<file path="src/rtl/debug_pkg.sv">
// ---------------------------------------------------------------------------
// debug_pkg
// Shared definitions for the debug single-step controller:
//   - ctrl_state_t  : FSM state encoding (also exported on ctrl_state)
//   - DB_CYCLES_DEF : default debounce hold time in clock cycles
//   - CNT_W_DEF     : default width of the completed-step counter
//   - cpu_en_of()   : which states let the CPU pipeline advance
// ---------------------------------------------------------------------------
package debug_pkg;

   typedef enum logic [1:0] {
      ST_HALT     = 2'd0,
      ST_RUN      = 2'd1,
      ST_STEP     = 2'd2,
      ST_WAIT_REL = 2'd3
   } ctrl_state_t;

   localparam int DB_CYCLES_DEF = 4;
   localparam int CNT_W_DEF     = 16;

   // The pipeline advances only while free-running or executing a step.
   function automatic logic cpu_en_of(input ctrl_state_t s);
      return (s == ST_RUN) || (s == ST_STEP);
   endfunction

endpackage

</file>
<file path="src/rtl/step_debounce.sv">
// ---------------------------------------------------------------------------
// step_debounce
// Conditions the raw step button: 2-flop synchronizer, hold-time debouncer
// and rising-edge detector.
// Ports:
//   clk       in   single clock, rising edge
//   rst       in   asynchronous reset, active low
//   step_raw  in   raw, asynchronous, bouncing button level
//   step_req  out  one-cycle pulse per debounced 0->1 transition
//   db_level  out  current debounced button level
// ---------------------------------------------------------------------------
module step_debounce
   import debug_pkg::*;
#(
   parameter int DB_CYCLES = DB_CYCLES_DEF
) (
   input  logic clk,
   input  logic rst,
   input  logic step_raw,
   output logic step_req,
   output logic db_level
);

   localparam int CW = (DB_CYCLES > 1) ? $clog2(DB_CYCLES) : 1;
   localparam logic [CW-1:0] CNT_LAST = CW'(DB_CYCLES - 1);

   logic          sync_p0;
   logic          sync_p1;
   logic [CW-1:0] db_cnt;
   logic          db_level_q;
   logic          db_level_prev;

   // ---- synchronizer stage ----
   always_ff @(posedge clk or negedge rst) begin
      if (!rst) begin
         sync_p0 <= 1'b0;
         sync_p1 <= 1'b0;
      end else begin
         sync_p0 <= step_raw;
         sync_p1 <= sync_p0;
      end
   end

   // ---- debounce stage ----
   // The level flips on the DB_CYCLES-th consecutive disagreeing cycle;
   // a single agreeing cycle restarts the count from zero.
   always_ff @(posedge clk or negedge rst) begin
      if (!rst) begin
         db_cnt        <= '0;
         db_level_q    <= 1'b0;
         db_level_prev <= 1'b0;
      end else begin
         db_level_prev <= db_level_q;
         if (sync_p1 != db_level_q) begin
            if (db_cnt == CNT_LAST) begin
               db_level_q <= sync_p1;
               db_cnt     <= '0;
            end else begin
               db_cnt <= db_cnt + 1'b1;
            end
         end else begin
            db_cnt <= '0;
         end
      end
   end

   // ---- edge detect ----
   assign step_req = db_level_q & ~db_level_prev;
   assign db_level = db_level_q;

endmodule

</file>
<file path="src/rtl/debug_step_ctrl.sv">
// ---------------------------------------------------------------------------
// debug_step_ctrl
// Run / single-step controller for a CPU pipeline. In free-run mode the
// pipeline is enabled every cycle; in debug mode each debounced press of the
// step button lets exactly one non-stalled pipeline cycle through.
// Ports:
//   clk         in   single clock, rising edge
//   rst         in   asynchronous reset, active low
//   debug_en    in   1 = single-step mode, 0 = free-run
//   debug_step  in   raw step button (asynchronous, bouncing)
//   cpu_stall   in   pipeline cannot advance this cycle
//   cpu_en      out  registered pipeline advance enable
//   step_count  out  completed single steps, wraps at 2^CNT_W
//   ctrl_state  out  current FSM state (debug_pkg::ctrl_state_t)
// ---------------------------------------------------------------------------
module debug_step_ctrl
   import debug_pkg::*;
#(
   parameter int DB_CYCLES = DB_CYCLES_DEF,
   parameter int CNT_W     = CNT_W_DEF
) (
   input  logic             clk,
   input  logic             rst,
   input  logic             debug_en,
   input  logic             debug_step,
   input  logic             cpu_stall,
   output logic             cpu_en,
   output logic [CNT_W-1:0] step_count,
   output logic [1:0]       ctrl_state
);

   ctrl_state_t state_q;
   ctrl_state_t state_nxt;
   logic        cpu_en_nxt;
   logic        step_commit;
   logic        step_req;
   logic        db_level;

   step_debounce #(
      .DB_CYCLES (DB_CYCLES)
   ) u_step_debounce (
      .clk      (clk),
      .rst      (rst),
      .step_raw (debug_step),
      .step_req (step_req),
      .db_level (db_level)
   );

   // ---- state / output register stage ----
   // cpu_en is loaded from the decode of the next state, so it always equals
   // the decode of state_q while remaining a glitch-free flop output.
   always_ff @(posedge clk or negedge rst) begin
      if (!rst) begin
         state_q    <= ST_HALT;
         cpu_en     <= 1'b0;
         step_count <= '0;
      end else begin
         state_q <= state_nxt;
         cpu_en  <= cpu_en_nxt;
         if (step_commit) begin
            step_count <= step_count + 1'b1;
         end
      end
   end

   // Next-state logic. A step already in flight always commits before the
   // FSM looks at debug_en again; step_req outside HALT is simply dropped.
   always_comb begin
      state_nxt = state_q;
      case (state_q)
         ST_HALT: begin
            if (!debug_en) begin
               state_nxt = ST_RUN;
            end else if (step_req) begin
               state_nxt = ST_STEP;
            end
         end
         ST_RUN: begin
            if (debug_en) begin
               state_nxt = ST_HALT;
            end
         end
         ST_STEP: begin
            if (!cpu_stall) begin
               state_nxt = ST_WAIT_REL;
            end
         end
         ST_WAIT_REL: begin
            if (!db_level) begin
               state_nxt = debug_en ? ST_HALT : ST_RUN;
            end
         end
         default: state_nxt = ST_HALT;
      endcase
   end

   // Output decode.
   always_comb begin
      cpu_en_nxt  = cpu_en_of(state_nxt);
      step_commit = (state_q == ST_STEP) && !cpu_stall;
   end

   assign ctrl_state = state_q;

endmodule
</file>
<file path="config.mk">
export PLATFORM = sky130hd
export DESIGN_NAME = debug_step_ctrl
export DESIGN_NICKNAME = d
export VERILOG_FILES = /design/src/rtl/debug_pkg.sv /design/src/rtl/step_debounce.sv /design/src/rtl/debug_step_ctrl.sv
export SDC_FILE = /design/constraint.sdc
export NUM_CORES = 1
export LEC_CHECK = 0
export ABC_AREA = 1
export CAP_MARGIN = 15
export CELL_PAD_IN_SITES_DETAIL_PLACEMENT = 0
export CELL_PAD_IN_SITES_GLOBAL_PLACEMENT = 1
export CORE_MARGIN = 2
export CORE_UTILIZATION = 35
export CTS_BUF_LIST = sky130_fd_sc_hd__clkbuf_16
export CTS_CLUSTER_DIAMETER = 120
export DETAILED_ROUTE_END_ITERATION = 6
export PLACE_DENSITY = 0.83
export SKIP_CTS_REPAIR_TIMING = 1
export SLEW_MARGIN = 30
export SYNTH_ARGS = -nofsm -noshare
export SYNTH_HDL_FRONTEND = slang
export SYNTH_SLANG_ARGS = --single-unit
</file>
<file path="constraint.sdc">
create_clock -name clk -period 1.1 [get_ports clk]
set_input_delay 0.165 -clock clk [delete_from_list [all_inputs] [get_ports clk]]
set_output_delay 0.165 -clock clk [all_outputs]
set_load 0.005 [all_outputs]
</file>
==> results.yml <==
yosys:
  synth_top_area_cell: "dfrtp_1"
  synth_async_sr_flop_share_pct: 100
  syn_avg_cell_area_um2: 10.3
  synth_area_um2: 1230
  synth_seq_cells: 25
  yosysMostFrequentCell: "dfrtp_1"
  yosysWarnings: 0
  synth_edf_count: 0
  synth.distinct_cells: 22
  synth.top_cell.area_share_pct: 50.8
  synth_cells: 120
  ys_seq_area_share_pct: 50.8
  synth_area_leaders: "dfrtp_1, nand2_1, nor2_4"
  synth_ff_type: "dfrtp_1"
  synthesis.nets: 127
  synth_commonest_cells: "dfrtp_1, nand2_1, inv_1"
clock_network:
  cts-root-buf: "clkbuf_16"
  worstSkewPairLatency_ns: 0.26
  cts_max_level: 1
  cts_buffers: 3
  cts_tree: "done"
  clock_sinks: 25
  clkSlewWorstSetupHoldPaths_ns: 0.06
  max-clock-path-buffers: 2
drt:
  ant_nets: 0
  vias: 1023
  avgViaCountPerCell: 4.33
  drc: 0
  routed_wl_um: 2890
  wl_per_cell_um: 12.2
  dr.pass1.iters: 4
  drtIter0Drc: 13
power:
  switching_share_pct: 30.9
  p_clk_share_pct: 25.9
  power_mw: 3.21
  pwr-share-seq_pct: 38.4
  comb_power_share_pct: 35.8
  p_int_mw: 2.21
  ir_drop_v: 0.00109
  total_leakage_power_nw: 1.30
  switching_power_mw: 0.991
  powerDensity_nw_per_um2: 1520
floorplanning:
  initial_core_util_pct: 36.6
  ioPinCount: 24
  die_area_um2: 4010
  die_h_um: 63.3
  coreArea_um2: 3360
  num_rows: 21
  fp.dieW_um: 63.3
cells_and_area:
  nNetsFinal: 198
  finish.utilization_pct: 62.7
  final_cells: 236
  finish.instance_area_um2: 2110
  diodes: 0
  drive_above_1_share_pct: 45.3
  synthToLayoutAreaGrowth_pct: 71.1
timing:
  setup_slack_ns: -0.199
  worst_pin_slew_ns: 0.280
  grt_setup_unrepaired: "yes"
  final_hold_viol_count: 0
  relSlewSlack_pct: 81.2
  setup_violations: 15
  slew_violations: 0
  period_share_pct: 118
  fin_crit_ns: 1.30
  fmax_ghz: 0.770
  fin_skew_ns: 0.00321
setup_path:
  critPathCaptureType: "register"
  worstPathArrival_ns: 1.46
  reg2reg_depth: 8
  worstPathMaxFanout: 3
  r2r-start: "step_count[4]"
  r2r_slack_ns: -0.20
  crit_path_start_kind: "register"
  r2r-end: "step_count[15]"
  required_ns: 1.26
  crit_type: "reg -> reg"
global_routing:
  grt_max_degree: 26
  grt_pass1_vias: 956
  antenna_found_initial: 0
  grt_pass1_wl_um: 4270
  grt-ovfl-total: 0
  grtUsageTotal_pct: 13.2
placement:
  dp.cells: 212
  placement.io_buffers: 23
  post-place-ws_ns: -0.411
  place_area_um2: 1710
  routabilityCongestion: 0.872
  post-dp-hpwl_um: 1840
worst_hold_path:
  hold_class: "in -> async"
run_status:
  violations: "setup timing"
  status: "finished, violations left"
run:
  max-cap-violations: 0
placed cells by master, fill, tap and decap left out, types with 2 or more instances in the layout:
| master | n |
|---|---|
| buf_4 | 35 |
| nand2_1 | 23 |
| dfrtp_1 | 22 |
| dlymetal6s2s_1 | 18 |
| inv_1 | 12 |
| nor2_4 | 8 |
| buf_6 | 8 |
| xnor2_1 | 5 |
| nor2_1 | 5 |
| xor2_1 | 5 |
| inv_2 | 4 |
| nand2_2 | 4 |
| nand3_4 | 4 |
| nand3_1 | 3 |
| nand2_4 | 3 |
| nand3_2 | 3 |
| clkbuf_16 | 3 |
| clkdlybuf4s50_1 | 3 |
| dfrtp_2 | 3 |
| nor3_1 | 2 |
| nand4_1 | 2 |
| xor2_2 | 2 |
state kept, by name, indices dropped and copies added, names as in the netlist:
name,flops
u_step_debounce.db_level_prev,1
u_step_debounce.sync_p0,1
u_step_debounce.db_level,1
cpu_en,1
step_count,16
u_step_debounce.sync_p1,1
u_step_debounce.db_cnt,2
ctrl_state,2
cell type report:
type                       count  area [µm²]
clock inverter                 1        7.51
timing repair buffer          66         633
fill                         273        1250
clock buffer                   3        75.1
tap                           46        57.6
inverter                      16        60.1
sequential                    25         629
multi-input combinational     79         646
layer usage:
metal	track usage [%]	vias to the layer above	part of all wire, %
li1	-	516	-
met5	0	-	0
met2	21.1	17	52
met4	5.71	0	1.7
met3	1.61	5	3.0
met1	18.1	485	43
critical path, cell delays in order (launching register included):
cell	delay, ns
dfrtp_1	0.39
buf_4	0.13
nand2_2	0.08
nor2_4	0.13
nand3_4	0.13
nor2_4	0.16
nand2_1	0.06
nand2_1	0.07
nand2_1	0.04
power by group through the flow:
stage	Sequential [mW]	Combinational, mW	Clock, mW
CTS	1.23	0.827	0.843
global route	1.25	1.25	0.883
floorplan	1.25	0.303	0
finish	1.23	1.15	0.829
global placement	1.24	0.800	0
detailed placement	1.25	0.823	0
worst max-delay path by stage:
stage                       start             end  depth (start not counted)
global route        step_count[4]  step_count[15]                          8
finish              step_count[4]  step_count[15]                          8
detailed placement      cpu_stall  step_count[12]                          9
floorplan           step_count[1]  step_count[12]                          8
CTS                 step_count[1]   step_count[1]                          2
global placement        cpu_stall  step_count[12]                          9
logic make-up (layout without fill, tap and decap cells):
logic type,after synthesis,in the layout,share of synthesized area (%)
and+or+nand+nor,61,61,30.7
adders and majority gates,2,2,2.03
buffers and inverters,16,86,4.87
AOI/OAI and AO/OA,3,3,1.22
DFF,25,25,50.8
xor gates and xnor gates,13,13,10.5
stage by stage:
| stage | setup TNS, ns | hold slack [ns] |
|---|---|---|
| finish | -1.86 | 0.250 |
| global route | -3.00 | 0.275 |
| CTS | -6.36 | 0.263 |
| detailed placement | -4.52 | 0.348 |
| global placement | -4.22 | 0.336 |
| floorplan | -0.650 | -0.131 |
Power figures use the tool's default switching activity.
